==> src/rtl/sram_ctrl_pkg.sv <==
// Shared constants for sram_ctrl: FSM state encodings, SRAM word-address width, byte-select values.
package sram_ctrl_pkg;

  localparam logic [2:0] ST_IDLE  = 3'd0;
  localparam logic [2:0] ST_READ  = 3'd1;
  localparam logic [2:0] ST_WRITE = 3'd2;
  localparam logic [2:0] ST_WREC  = 3'd3;
  localparam logic [2:0] ST_ACK   = 3'd4;

  localparam int         WORD_AW  = 20;

  localparam logic [3:0] SEL_ZERO = 4'b0000;
  localparam logic [3:0] BE_NONE  = 4'b1111;

endpackage

==> src/rtl/sram_ctrl.sv <==
// Single-beat async SRAM controller; read ack at +WAIT_CYCLES+2, write +WAIT_CYCLES+3, empty-sel write +1.
// One request in flight: ce_i is only sampled in IDLE, all SRAM pins come straight from flops.
module sram_ctrl
  import sram_ctrl_pkg::*;
#(
  parameter int WAIT_CYCLES = 2
) (
  input  logic               clk,
  input  logic               rst,
  input  logic               ce_i,
  input  logic               we_i,
  input  logic [31:0]        addr_i,
  input  logic [31:0]        data_i,
  input  logic [3:0]         sel_i,
  output logic [31:0]        data_o,
  output logic               ack_o,
  output logic [WORD_AW-1:0] sram_addr_o,
  output logic [31:0]        sram_dq_o,
  input  logic [31:0]        sram_dq_i,
  output logic               sram_dq_oe,
  output logic               sram_ce_n,
  output logic               sram_oe_n,
  output logic               sram_we_n,
  output logic [3:0]         sram_be_n
);

  localparam logic [2:0] WAIT_INIT = 3'(WAIT_CYCLES);

  logic [2:0]         r_state;
  logic [2:0]         r_wait;
  logic [WORD_AW-1:0] r_addr;
  logic [31:0]        r_data;
  logic [31:0]        r_rdata;
  logic               r_ack;
  logic               r_dq_oe;
  logic               r_ce_n;
  logic               r_oe_n;
  logic               r_we_n;
  logic [3:0]         r_be_n;

  logic               w_wait_done;
  logic               w_unused_addr;

  assign w_wait_done   = (r_wait == 3'd0);
  assign w_unused_addr = ^{addr_i[31:22], addr_i[1:0]};

  always_ff @(posedge clk or posedge rst) begin
    if (rst) begin
      r_state <= ST_IDLE;
      r_wait  <= 3'd0;
      r_addr  <= '0;
      r_data  <= '0;
      r_rdata <= '0;
      r_ack   <= 1'b0;
      r_dq_oe <= 1'b0;
      r_ce_n  <= 1'b1;
      r_oe_n  <= 1'b1;
      r_we_n  <= 1'b1;
      r_be_n  <= BE_NONE;
    end else begin
      r_ack <= 1'b0;
      case (r_state)
        ST_IDLE: begin
          if (ce_i) begin
            r_addr <= addr_i[21:2];
            r_data <= data_i;
            if (!we_i) begin
              r_state <= ST_READ;
              r_wait  <= WAIT_INIT;
              r_ce_n  <= 1'b0;
              r_oe_n  <= 1'b0;
              r_be_n  <= SEL_ZERO;
            end else if (sel_i != SEL_ZERO) begin
              r_state <= ST_WRITE;
              r_wait  <= WAIT_INIT;
              r_ce_n  <= 1'b0;
              r_we_n  <= 1'b0;
              r_be_n  <= ~sel_i;
              r_dq_oe <= 1'b1;
            end else begin
              // Nothing to store: skip the SRAM cycle entirely.
              r_state <= ST_ACK;
              r_ack   <= 1'b1;
            end
          end
        end
        ST_READ: begin
          if (w_wait_done) begin
            r_rdata <= sram_dq_i;
            r_ce_n  <= 1'b1;
            r_oe_n  <= 1'b1;
            r_be_n  <= BE_NONE;
            r_state <= ST_ACK;
            r_ack   <= 1'b1;
          end else begin
            r_wait <= r_wait - 3'd1;
          end
        end
        ST_WRITE: begin
          if (w_wait_done) begin
            // Release WE first; address, data and CE stay one more cycle for hold time.
            r_we_n  <= 1'b1;
            r_state <= ST_WREC;
          end else begin
            r_wait <= r_wait - 3'd1;
          end
        end
        ST_WREC: begin
          r_ce_n  <= 1'b1;
          r_dq_oe <= 1'b0;
          r_be_n  <= BE_NONE;
          r_state <= ST_ACK;
          r_ack   <= 1'b1;
        end
        ST_ACK: begin
          r_state <= ST_IDLE;
        end
        default: begin
          r_state <= ST_IDLE;
          r_wait  <= 3'd0;
          r_dq_oe <= 1'b0;
          r_ce_n  <= 1'b1;
          r_oe_n  <= 1'b1;
          r_we_n  <= 1'b1;
          r_be_n  <= BE_NONE;
        end
      endcase
    end
  end

  assign data_o      = r_rdata;
  assign ack_o       = r_ack;
  assign sram_addr_o = r_addr;
  assign sram_dq_o   = r_data;
  assign sram_dq_oe  = r_dq_oe;
  assign sram_ce_n   = r_ce_n;
  assign sram_oe_n   = r_oe_n;
  assign sram_we_n   = r_we_n;
  assign sram_be_n   = r_be_n;

endmodule

==> config.mk <==
export PLATFORM = sky130hd
export DESIGN_NAME = sram_ctrl
export DESIGN_NICKNAME = d
export VERILOG_FILES = /design/src/rtl/sram_ctrl_pkg.sv /design/src/rtl/sram_ctrl.sv
export SDC_FILE = /design/constraint.sdc
export NUM_CORES = 1
export LEC_CHECK = 0
export ABC_AREA = 1
export CAP_MARGIN = 25
export CORE_ASPECT_RATIO = 0.9
export CORE_MARGIN = 5
export CORE_UTILIZATION = 38
export CTS_CLUSTER_SIZE = 8
export DETAILED_ROUTE_END_ITERATION = 10
export PLACE_DENSITY_LB_ADDON = 0.1
export SLEW_MARGIN = 15
export SYNTH_ARGS = -nofsm -noshare
export SYNTH_HDL_FRONTEND = slang
export SYNTH_SLANG_ARGS = --single-unit
==> constraint.sdc <==
create_clock -name clk -period 2.9 [get_ports clk]
set_input_delay 0.435 -clock clk [delete_from_list [all_inputs] [get_ports clk]]
set_output_delay 0.435 -clock clk [all_outputs]
set_load 0.01 [all_outputs]
==> qor.yml <==
status: "complete, no violations"
port-buffer-count: 184
period_needed_ns: 1.92
yosys_most_used_dff: "dfrtp_1"
detail-route-antenna-nets: 0
period_share_pct: 66.3
synth-async-reset-ratio_pct: 100
routedWlPerCell_um: 14.5
cts_tree: "done"
grt_max_degree: 67
drc_errors: 0
pin_count: 197
setup_viol: 0
crit_type: "reg2reg"
tns_ns: 0
ys_seq_area_share_pct: 57.7
cts_setup_buffers: 0
ir_drop_v: 0.000544
synth_most_common_cell: "nand2_1"
hold_viol: 0
dp_cells: 809
cts_resized: 0
ys_top_cells_by_area: "dfrtp_1 (53%), nand2_1 (20%), nand3_1 (6.9%)"
syn_inst: 489
yosysWarnings: 0
hpwl_mm: 8.59
rsz0062_at_grt: "false"
grt-ovfl-total: 0
cp_cell_sequence: "inv_1 > ha_1 > inv_1 > nor2_2 > inv_1 > nor2_8 > inv_6 > nand2_1 > nand2_1"
p_leak_nw: 3.21
syn_to_final_growth_pct: 52.1
clk_pin_slew_worst_paths_ns: 0.07
arrival_ns: 2.16
fmax_ghz: 0.520
row_count: 36
clock-skew-final_ns: 0.00374
syn_area_per_cell_um2: 8.81
final_layout_size_suffix_gt1_share_pct: 9.36
yosys.area.top_type_share_pct: 53.4
synth.distinct_cells: 26
synth_nets: 595
syn-cell-area_mm2: 0.00431
crit_path_top_delay_cell: "nor2_8"
insertion_delay_ns: 0.34
cp_common_cell: "inv_1"
vias_per_cell: 4.61
cts.path.max_buffers: 2
cp-start-kind: "register"
cp-end-kind: "register"
power.total_mw: 7.42
htreeDepth: 3
powerDensity_mw_per_mm2: 1130
worstMarginPinSlew_ns: 0.551
synth_common_cells: "nand2_1 (233), dfrtp_1 (92), nand3_1 (59), inv_1 (16), nand2_2 (12)"
hp-class: "in2async"
drt_iter0_markers: 307
core_mm2: 0.0109
slowest_delay_ns: 0.43
grt_pass1_vias: 3839
max_slew_margin_pct: 63.3
layoutNonFillerInstCount: 825
drv_slew: 0
grt_pass1_wl_mm: 19.3
ctsHoldBuffers: 0
n_antenna_cell: 0
gp_congestion: 0.839
synthDominantAreaCellType: "dfrtp_1"
worstPathRequired_ns: 3.14
drtPass1Iterations: 4
grtUsageTotal_pct: 17.9
die-width_um: 122
layout.nets: 774
cap_violations: 0
cts_made_buffers: 9
synth-seq-cells: 99
die_y_um: 111
cts_root_buf: "clkbuf_16"
cp_max_fo: 34
vias: 3802
initial_core_util_pct: 39.4
cts.sinks: 99
die_area_mm2: 0.0136
routed_wl_mm: 11.9
synth_edf_count: 0
antenna_found_initial: 0
## kinds of logic (layout without fill, tap and decap cells)
family,count (synthesis),count (layout),synth area share (%)
simple gates,333,333,34.2
compound gates,11,11,1.45
flops,99,99,57.7
buf+inv,43,227,5.84
xor+xnor,1,1,0.203
fa+ha+maj,2,2,0.581
## flip-flops by register name (all words and copies together), names as in the netlist
name,flops
data_o,32
sram_dq_o,32
sram_addr_o,20
sram_be_n,4
r_state,3
r_wait,3
ack_o,1
sram_ce_n,1
sram_dq_oe,1
sram_oe_n,1
sram_we_n,1
## critical path, delay by kind of cell, from the launching register on
kind | cells | cell delay [ns]
simple gates | 4 | 0.76
buf+inv | 4 | 0.52
flops | 1 | 0.38
fa+ha+maj | 1 | 0.15
## report_power, final
group	leakage, nW	switching [mW]	total [mW]	internal [mW]
clock network	0.157	0.506	1.29	0.780
logic	1.84	1.91	3.67	1.75
registers	1.22	0.361	2.46	2.10
## cell usage in the layout, fill, tap and decap left out, drive strengths merged, types with 7 or more instances in the layout
master	synthesis	final
clkbuf	3	12
nand2	247	247
o21ai	7	7
nand3	69	69
inv	20	19
nor2	15	15
clkdlybuf4s50	0	183
dfstp	7	7
buf	20	8
dfrtp	92	92
## path summary, 6_finish.rpt
check                      depth (start not counted)            to  slack (ns)    startpoint
min                                                2     data_o[2]        0.44           rst
max in group asynchronous                          3  sram_be_n[2]        1.76           rst
max                                                9    data_o[16]        0.98     r_wait[0]
min in group clk                                   2  sram_be_n[1]        0.46  sram_be_n[1]
min reg2reg                                        2  sram_be_n[1]        0.46  sram_be_n[1]
max reg2reg                                        9    data_o[16]        0.98     r_wait[0]
## stage by stage
| step | util [%] | instance area, um2 | hold slack, ns | setup slack [ns] |
|---|---|---|---|---|
| 2_1_floorplan | - | 4310 | 0.442 | 1.30 |
| 3_3_place_gp | 57.0 | 6230 | 0.451 | 1.02 |
| 3_5_place_dp | 57.0 | 6230 | 0.453 | 0.979 |
| 4_1_cts | 59.9 | 6550 | 0.440 | 0.962 |
| 5_1_grt | 59.9 | 6550 | 0.473 | 0.805 |
| 6_report | 59.9 | 6550 | 0.445 | 0.977 |
## layout make-up
class	instances	area, um2
fillers	984	4390
flip-flops and latches	99	2490
repair buffers	191	1900
multi-input cells	347	1570
clock buffers	12	246
well taps	152	190
inverters	20	83.8
clock inverters	4	73.8
## per-layer routing
metal	GRT usage, %	vias up	share of wire [%]
met2	29.0	147	47
met1	21.9	1752	42
met4	6.64	0	2.4
met3	6.38	21	8.9
li1	-	1882	-
met5	0	-	0
(Power assumes the default switching activity.)
